[src/rtl/ram_stream_fifo_ctrl.sv]
// Stream FIFO controller around an external single-cycle-latency RAM.
// A 2-entry output buffer absorbs the RAM read latency so m_ready stalls never lose a word.
module ram_stream_fifo_ctrl #(
    parameter int RAM_WIDTH = 8,
    parameter int ADDR_SIZE = 10,
    parameter int RAM_DEPTH = 1024
) (
    input  logic                   clk,
    input  logic                   rst,
    input  logic [RAM_WIDTH-1:0]   s_data,
    input  logic                   s_valid,
    output logic                   s_ready,
    output logic [RAM_WIDTH-1:0]   m_data,
    output logic                   m_valid,
    input  logic                   m_ready,
    output logic                   ram_wr_en,
    output logic [ADDR_SIZE-1:0]   ram_wr_add,
    output logic [RAM_WIDTH-1:0]   ram_data_in,
    output logic                   ram_rd_en,
    output logic [ADDR_SIZE-1:0]   ram_rd_add,
    input  logic [RAM_WIDTH-1:0]   ram_data_out,
    output logic [ADDR_SIZE+1:0]   count,
    output logic                   full,
    output logic                   empty
);

    localparam int MW = ADDR_SIZE + 1;
    localparam int CW = ADDR_SIZE + 2;

    logic [ADDR_SIZE-1:0] wr_ptr;
    logic [ADDR_SIZE-1:0] rd_ptr;
    logic [MW-1:0]        mem_count;
    logic                 inflight;
    logic [1:0]           out_count;
    logic [RAM_WIDTH-1:0] buf_head;
    logic [RAM_WIDTH-1:0] buf_tail;
    logic                 wr;
    logic                 rd;
    logic                 pop;
    logic [2:0]           room;

    assign full    = (mem_count == MW'(RAM_DEPTH));
    assign s_ready = !full;
    assign m_valid = (out_count != 2'd0);
    assign m_data  = buf_head;
    assign pop     = m_valid && m_ready;
    assign wr      = s_valid && s_ready && !rst;

    // Free buffer slots once this cycle's pop and the read already in flight are accounted for.
    assign room = 3'd2 - {1'b0, out_count} - {2'b0, inflight} + {2'b0, pop};
    assign rd   = !rst && (mem_count != '0) && (room != 3'd0);

    assign ram_wr_en   = wr;
    assign ram_wr_add  = wr_ptr;
    assign ram_data_in = s_data;
    assign ram_rd_en   = rd;
    assign ram_rd_add  = rd_ptr;

    assign count = CW'(mem_count) + CW'(inflight) + CW'(out_count);
    assign empty = (count == '0);

    always_ff @(posedge clk) begin
        if (rst) begin
            wr_ptr    <= '0;
            rd_ptr    <= '0;
            mem_count <= '0;
            inflight  <= 1'b0;
            out_count <= 2'd0;
        end else begin
            if (wr)
                wr_ptr <= wr_ptr + ADDR_SIZE'(1);
            if (rd)
                rd_ptr <= rd_ptr + ADDR_SIZE'(1);
            case ({wr, rd})
                2'b10:   mem_count <= mem_count + MW'(1);
                2'b01:   mem_count <= mem_count - MW'(1);
                default: mem_count <= mem_count;
            endcase
            inflight  <= rd;
            out_count <= out_count + {1'b0, inflight} - {1'b0, pop};
        end
    end

    // Returning RAM data lands at the tail as seen after this cycle's pop.
    always_ff @(posedge clk) begin
        if (rst) begin
            buf_head <= '0;
        end else if (inflight) begin
            if (pop) begin
                if (out_count == 2'd2) begin
                    buf_head <= buf_tail;
                    buf_tail <= ram_data_out;
                end else begin
                    buf_head <= ram_data_out;
                end
            end else if (out_count == 2'd0) begin
                buf_head <= ram_data_out;
            end else begin
                buf_tail <= ram_data_out;
            end
        end else if (pop) begin
            buf_head <= buf_tail;
        end
    end

endmodule

[config.mk]
export PLATFORM = sky130hd
export DESIGN_NAME = ram_stream_fifo_ctrl
export DESIGN_NICKNAME = d
export VERILOG_FILES = /design/src/rtl/ram_stream_fifo_ctrl.sv
export SDC_FILE = /design/constraint.sdc
export NUM_CORES = 1
export LEC_CHECK = 0
export CORE_UTILIZATION = 55
export CTS_BUF_LIST = sky130_fd_sc_hd__clkbuf_8
export CTS_CLUSTER_DIAMETER = 200
export DETAILED_ROUTE_END_ITERATION = 16
export GPL_ROUTABILITY_DRIVEN = 0
export GPL_TIMING_DRIVEN = 0
export PLACE_DENSITY = 0.95
export SYNTH_ARGS = -nofsm -noshare
export SYNTH_HDL_FRONTEND = slang
export SYNTH_SLANG_ARGS = --single-unit
[constraint.sdc]
create_clock -name clk -period 8.7 [get_ports clk]
set_input_delay 1.74 -clock clk [delete_from_list [all_inputs] [get_ports clk]]
set_output_delay 1.74 -clock clk [all_outputs]
set_load 0.1 [all_outputs]
==> results of run 1 <==
kinds of logic (layout without fill, tap and decap cells):
group / after synthesis / in the layout / share of synthesized area [%]
AOI/OAI and AO/OA: 52 / 52 / 12.0
DFF: 50 / 50 / 35.7
adders and majority gates: 20 / 20 / 9.26
muxes: 15 / 15 / 5.00
buffers and inverters: 44 / 117 / 7.94
xor gates and xnor gates: 33 / 33 / 9.55
and+or+nand+nor: 123 / 123 / 20.5
cell type report:
type                    count  area, sq um
multi-input cells         243         1710
fillers                   369         1320
flip-flops and latches     50         1080
repair buffers             65          651
plain buffers              23          161
well taps                  70         87.6
inverters                  21         78.8
clock buffers               5         68.8
clock inverters             3         42.5
worst paths after layout:
kind / endpoint
hold / removal: ram_rd_add[9]
setup reg to reg: mem_count[10]
setup / recovery: ram_rd_en
hold reg to reg: ram_rd_add[9]
placed cells by master (no fill, tap or decap), drive strengths merged, types with 2 or more instances in the layout:
| cell type | n |
|---|---|
| a211o | 3 |
| a211oi | 10 |
| a21o | 6 |
| a21oi | 10 |
| and3 | 5 |
| buf | 15 |
| clkbuf | 12 |
| clkdlybuf4s50 | 65 |
| dfxtp | 42 |
| edfxtp | 8 |
| fa | 4 |
| ha | 16 |
| inv | 22 |
| mux2i | 14 |
| nand2 | 21 |
| nand2b | 3 |
| nand3 | 9 |
| nand4 | 8 |
| nor2 | 53 |
| nor2b | 8 |
| nor3 | 9 |
| nor4 | 2 |
| o21ai | 8 |
| o22ai | 2 |
| o31a | 3 |
| o31ai | 2 |
| o32ai | 2 |
| or2 | 2 |
| xnor2 | 12 |
| xor2 | 21 |
routing by layer:
metal  wire length, um  up-vias
met5                 0        -
met1              3010     1238
met4                92        0
li1                  -     1302
met3               309       11
met2              3550       77
metrics by stage:
step	utilization (%)	instances	hold slack, ns	worst slack [ns]
after floorplan	-	337	0.521	2.11
after global placement	72.3	472	0.458	2.25
after detailed placement	72.5	472	0.471	2.15
after CTS	74.6	480	0.494	2.08
after global routing	74.6	480	0.506	1.92
final	74.6	480	0.486	2.06
worst max-delay path, delay by kind of cell:
kind	cells	cell delay, ns
buffers and inverters	4	1.87
AO/OA/AOI/OAI	1	0.21
adder cells (fa/ha/maj)	2	0.51
AND/OR/NAND/NOR	3	0.57
registers in the layout, summed over array words and instances (netlist names):
| signal | cells |
|---|---|
| out_count | 2 |
| inflight | 1 |
| mem_count | 11 |
| buf_tail | 8 |
| ram_rd_add | 10 |
| ram_wr_add | 10 |
| m_data | 8 |
==> results_dict.tcl, run 1 <==
set metrics [dict create \
    status "completed" \
    die_area_sq_um 5800 \
    via_per_inst 5.48 \
    place_area_sq_um 3770 \
    synthArstFlopShare_pct 0 \
    wl_per_cell_um 14.5 \
    ys_types 52 \
    reg2reg_slack_ns 4.23 \
    cts_tree "done" \
    met1_usage_pct 29.3 \
    die_h_um 76.2 \
    critPathLaunchType "primary input" \
    drive_gt1_share_pct 8.54 \
    crit_path_end_kind "output pin" \
    final.period_utilization_pct 76.3 \
    rows 26 \
    yosysMostFrequentCell "nor2_1" \
    busiest_layer "met2" \
    crit_type "primary input to output pin" \
    clk_latency_ns 0.30 \
    syn_area_sq_um 3030 \
    synth_area_leaders "dfxtp_1, edfxtp_1, ha_1" \
    synth_nets 377 \
    core_area_sq_um 5200 \
    synth_top_area_share_pct 27.8 \
    max_freq_ghz 0.151 \
    arrival_ns 4.90 \
    h-tree-depth 2 \
    timing.rr.start "out_count[1]" \
    netlist_instances 337 \
    min_from "ram_rd_add[9]" \
    path_common_cell "clkdlybuf4s50_1" \
    drtAntennaViolNets 0 \
    grt_pass1_wl_um 11600 \
    fin_skew_ns 0.00593 \
    clock-sinks 50 \
    hp-class "flip-flop to flip-flop" \
    ios 74 \
    worst_slew_pin_slew_ns 0.991 \
    drt_wl_total_um 6960 \
    ys_seq_area_share_pct 35.7 \
    grtUsageMet2_pct 45.5 \
    final_cell_area_sq_um 3880 \
    firstDrtPassIters 4 \
    hpwl_um 5230 \
    slowest_stage "clkdlybuf4s50_1" \
    min_period_ns 6.64 \
    grt_max_degree 17 \
    final_nets 449 \
    grt_overflow 0 \
    use_met3_pct 4.19 \
    die_w_um 76.2 \
    dr_total_vias 2628 \
    min_path_cells 1 \
    ys.flop_type "dfxtp_1" \
    report.final.slew_viol_count 0 \
    port-buffer-count 65 \
    worstPathCellList "clkdlybuf4s50_1 > nor2b_1 > fa_1 > inv_1 > ha_1 > nor3b_1 > nor2_1 > o31a_1 > buf_6 > clkdlybuf4s50_1" \
    cts_setup_buffers 0 \
    hold_violations 0 \
    rsz0062_at_grt "no" \
    drv_cap 0 \
    setup-violations-final 0 \
    cts_root_buf "clkbuf_8" \
    cts_buffers 5 \
    grt_pass1_vias 2542 \
    avgSynthCellArea_sq_um 8.98 \
    cts_buffer_depth 2 \
    synthTopCellsByCount "nor2_1, dfxtp_1, inv_1, nand2_1, xor2_1" \
    grt_use_total_pct 24.7 \
    start_util_pct 58.1 \
    area_growth_pct 28.3 \
    drt_iter0_markers 114 \
    tns_ns 0 \
    synth_edf_count 8 \
    crit_fanout 11 \
    antennaDiodeCount 0 \
    route.detailed.drc 0 \
    path_clk_slew_ns 0.10 \
    ctsHoldBuffers 0 \
    yosysTopAreaCell "dfxtp_1" \
    cpPeakStageDelay_ns 1.14 \
    slew_headroom_pct 33.7 \
    synth-seq-cells 50 \
    ctsResizeCount 0 \
    critPathLaunch "m_ready" \
    antenna_found_initial 0 \
    synth_warnings 0 \
    rr_worst_depth 18 \
    crit_required_ns 6.96 \
]
Power of run 1 is not shown: default switching activity piles up to over one toggle a cycle in this logic, so the estimate is an artifact.
==> run 2, diff against run 1 <==
Settings changed: CORE_UTILIZATION 55 to 46, PLACE_DENSITY 0.95 to 0.88.
Clock period 8.7 ns to 5.8 ns, I/O delays scaled along.
==> run 2 against run 1 <==
Core utilization is 13 points lower. Die area grew 19%. Flip-flop and latch count is the same. Via count grew 1.1%. Critical path depth unchanged. Sequential share of layout area fell by 0.090 points. Design area is 0.32% higher. Largest cell class unchanged.
==> results_dict.tcl, run 2 (same netlist as run 1, synthesis figures left out) <==
set metrics [dict create \
    drt_iter0_markers 299 \
    drv_cap 0 \
    cts_root_buf "clkbuf_8" \
    die_area_sq_um 6910 \
    setup-violations-final 0 \
    drtAntennaViolNets 0 \
    crit_fanout 11 \
    area_growth_pct 28.7 \
    use_met3_pct 3.68 \
    via_per_inst 5.45 \
    die_h_um 83.1 \
    dr_total_vias 2658 \
    ios 74 \
    hpwl_um 5260 \
    rsz0062_at_grt "no" \
    cts_buffers 5 \
    grt_use_total_pct 20.9 \
    crit_type "primary input to output pin" \
    ctsResizeCount 0 \
    hold_violations 0 \
    grtUsageMet2_pct 36.9 \
    wl_per_cell_um 14.2 \
    busiest_layer "met2" \
    fin_skew_ns 0.00624 \
    drt_wl_total_um 6920 \
    report.final.slew_viol_count 0 \
    max_freq_ghz 0.184 \
    clock-sinks 50 \
    grt_pass1_wl_um 11900 \
    arrival_ns 4.28 \
    h-tree-depth 2 \
    hp-class "flip-flop to flip-flop" \
    ctsHoldBuffers 0 \
    cts_buffer_depth 2 \
    final.period_utilization_pct 93.8 \
    antennaDiodeCount 0 \
    firstDrtPassIters 5 \
    rows 29 \
    final_cell_mix "clkdlybuf4s50_1, nor2_1, dfxtp_1" \
    clk_latency_ns 0.31 \
    grt_pass1_vias 2636 \
    port-buffer-count 65 \
    antenna_found_initial 0 \
    status "completed" \
    top_register "mem_count" \
    crit_path_end_kind "output pin" \
    cts_tree "done" \
    start_util_pct 47.7 \
    worst_slew_pin_slew_ns 1.01 \
    final_common_cell "clkdlybuf4s50_1" \
    cts_setup_buffers 0 \
    fillers 518 \
    route.detailed.drc 0 \
    met1_usage_pct 25.6 \
    slew_headroom_pct 32.6 \
    critPathLaunchType "primary input" \
    grt_max_degree 16 \
    core_area_sq_um 6350 \
    largest_reg_flops 11 \
    die_w_um 83.1 \
    tns_ns 0 \
    path_clk_slew_ns 0.09 \
    drive_gt1_share_pct 9.25 \
    final_nets 450 \
    grt_overflow 0 \
    min_period_ns 5.44 \
    crit_required_ns 4.64 \
]
[run 2: changes by cell type in the layout (fill, tap and decap cells not counted), sizes merged]
cell and delta:
bufinv -1, clkbuf +2, inv -1, buf +1
[run 2: layer usage]
metal	part of all wire, %	vias up	wire (um)
met2	51	96	3550
met5	0	-	0
met3	6.4	9	440
met4	1.1	0	76
li1	-	1302	-
met1	41	1251	2850
[run 2: worst max-delay path: stages]
cell and delay (ns):
clkdlybuf4s50_1 0.53, nor2b_1 0.28, fa_1 0.22, inv_1 0.04, ha_1 0.27, nor3b_1 0.15, nor2_1 0.12, o31a_1 0.19
buf_6 0.16, clkdlybuf4s50_1 1.14
[run 2: stage by stage]
stage | cells | hold WS, ns | util (%) | cell area, sq um | worst slack, ns
after CTS | 488 | 0.505 | 61.3 | 3890 | 0.363
after detailed placement | 480 | 0.495 | 59.7 | 3790 | 0.357
after global routing | 488 | 0.526 | 61.3 | 3890 | 0.139
after global placement | 479 | 0.466 | 59.5 | 3780 | 0.458
final | 488 | 0.510 | 61.3 | 3890 | 0.359
after floorplan | 337 | 0.521 | - | 3030 | 0.637
[run 2: final timing paths]
path                       from             to  slack (ns)  cells after the start
setup / recovery        m_ready      ram_rd_en        0.36                     10
hold / removal    ram_rd_add[9]  ram_rd_add[9]        0.51                      1
hold reg to reg   ram_rd_add[9]  ram_rd_add[9]        0.51                      1
setup reg to reg   out_count[1]  mem_count[10]        1.34                     18
[run 2: area by class of cell]
class                           count  area [sq um]  area share [%]
Buffer                             23           161            4.14
Clock buffer                        7          96.3            2.47
Clock inverter                      1          8.76           0.225
Inverter                           21          78.8            2.02
Multi-Input combinational cell    243          1720            44.1
Sequential cell                    50          1080            27.8
Tap cell                           77          96.3            2.47
Timing Repair Buffer               66           656            16.8
Power of run 2 is left out for the same reason.
==> variant: new RTL, settings of run 1 <==
`RAM_DEPTH`: 1024 -> 512.
--- a/src/rtl/ram_stream_fifo_ctrl.sv
+++ b/src/rtl/ram_stream_fifo_ctrl.sv
@@ -5,3 +5,3 @@
     parameter int ADDR_SIZE = 10,
-    parameter int RAM_DEPTH = 1024
+    parameter int RAM_DEPTH = 512
 ) (
Behaviour: same outputs for any inputs over 10 cycles, from zero or initial values and one cycle with rst high; that may be too few to reach the edited logic, so the function may still have changed.
==> variant against run 1 <==
Count of clock-buffer cells in the layout is the same. Worst setup slack lost 54 ps. Maximum frequency down 0.81%. Cell area fell by 1.6%. Register-to-register slack better by 200 ps. Synthesized area decreased by 0.91%. Non-clock buffer count shrank 2. Wire length is 1.8% higher. Sequential cell count did not move. Synthesized cell count shrank 1.2%. Largest cell class unchanged.
Power is left out: the tool's default activity adds up to more than one toggle a clock period on the data nets, which glitch-free logic cannot reach.
==> variant: results (changes against run 1) <==
RUN_STATUS='completed'  # unchanged
CLKSLEWWORSTSETUPHOLDPATHS_PS=90
FILL_CELLS=376  # was 369
DRIVE_ABOVE_1_SHARE=0.0815  # was 0.0854
SYNTH_CELLS=333  # was 337
COUNT_OF_NON_FILLER_CELLS_IN_THE_FINISHED_LAYOUT=475  # was 480
SYNTHTOPCELLSBYAREA='dfxtp_1, edfxtp_1, ha_1, xnor2_1, xor2_1'  # was dfxtp_1, edfxtp_1, ha_1, nor2_1, xor2_1
WORST_SETUP_TIMING_SLACK_AT_THE_PLACEMENT_STAGE_PS=2060  # was 2150 ps
MAX_SLEW_MARGIN=0.331  # was 0.337
SYNTH_XOR_XNOR_AREA_SHARE=0.102  # was 0.0955
SYNTH_TOP_CELLS_BY_COUNT='dfxtp_1, nor2_1, nand2_1, xnor2_1, xor2_1'  # was nor2_1, dfxtp_1, inv_1, nand2_1, xor2_1
WORST_R2R_PATH_DEPTH=17  # was 18
INITIAL_ANTENNA_VIOLATION_COUNT=0  # unchanged
SYNTH_COMPOUND_AREA_FRAC=0.140  # was 0.120
YOSYS.CELL_TYPES.COUNT=52  # unchanged
FIRST_GLOBAL_VIAS=2554  # was 2542
CRIT_FANOUT=8  # was 11
WORST_HOLD_STARTPOINT='ram_rd_add[6]'  # was ram_rd_add[9]
DR_WL_MET2_UM=3560  # was 3550 um
ROUTED_WIRELENGTH_UM=7090  # was 6960 um
DETAILROUTE.WIRELENGTH.MET3_UM=482  # was 309 um
SYNTH.MUX.AREA_FRACTION=0.0434  # was 0.0500
CTS_SETUP_BUFFERS=0  # unchanged
PLACE_INST=468  # was 472
HOLD_DEPTH=1  # unchanged
SYNTHADDERAREAFRAC=0.0935  # was 0.0926
DETAILEDPLACEMENTHPWL_UM=5190  # was 5230 um
NETS=445  # was 449
WORST_CLK_SKEW_PS=8.27  # was 5.93 ps
LAUNCH_INSTANCE_OF_THE_WORST_REGISTER_TO_REGISTER_PATH='out_count[1]'  # unchanged
NUMPORTBUFFERS=64  # was 65
SYN-NUM-NETS=373  # was 377
SYNTH.YOSYS.SEQ_AREA_SHARE=0.360  # was 0.357
MET1_WL_UM=2970  # was 3010 um
DETAILEDROUTE.FIRSTITERATIONVIOLATIONS=136  # was 114
GRT_FIRST_PASS_WIRELENGTH_UM=11500  # was 11600 um
CTS_RESIZED=0  # unchanged
GROUTE.USAGE.OVERALL=0.264  # was 0.247
GRT_START_MAX_NET_PINS=16  # was 17
VIAS_PER_CELL=5.70  # was 5.48
DATA_ARRIVAL_TIME_OF_THE_CRITICAL_PATH_PS=4950  # was 4900 ps
[variant: cell count changes after synthesis, moves of 5 or more]
cell     before  now
inv_1        21   15
nor2_1       53   39
xnor2_1      12   18
o21a_1        0    5
a21oi_1      10   16
or3_1         1    6
[variant: final timing paths]
kind	endpoint	slack, ps
max	ram_rd_en	2010
min	ram_rd_add[6]	510
max reg2reg	mem_count[8]	4430
min reg2reg	ram_rd_add[6]	510
[variant: cell type report]
class	count	area share
clock buffer	5	0.0180
multi-input combinational	245	0.457
clock inverter	2	0.00360
timing repair buffer	65	0.169
buffer	21	0.0301
tap	70	0.0229
sequential	50	0.283
inverter	17	0.0167
[variant: worst max-delay path: stages]
cell and delay (ps):
clkdlybuf4s50_1 520, nor2b_1 310, fa_1 230, inv_1 40, ha_1 250, nor3b_1 140
nor2_1 210, o21a_1 150, buf_2 200, clkdlybuf4s50_1 1160
[variant: routing by layer]
metal  vias up  global-route usage
met5         -                   0
met4         0              0.0905
met3         9              0.0529
met2       116               0.462
met1      1277               0.322
li1       1306                   -
[variant: cell families after synthesis]
kind of cell    count (synthesis)
compound gates                 61
xor+xnor                       35
fa+ha+maj                      20
buf+inv                        38
flops                          50
mux                            13
simple gates                  116
[variant: metrics by stage]
| step | utilization | cell area (um^2) |
|---|---|---|
| 2_1_floorplan | - | 3000 |
| 6_report | 0.739 | 3820 |
| 4_1_cts | 0.739 | 3820 |
| 5_1_grt | 0.739 | 3820 |
| 3_3_place_gp | 0.721 | 3730 |
| 3_5_place_dp | 0.723 | 3740 |
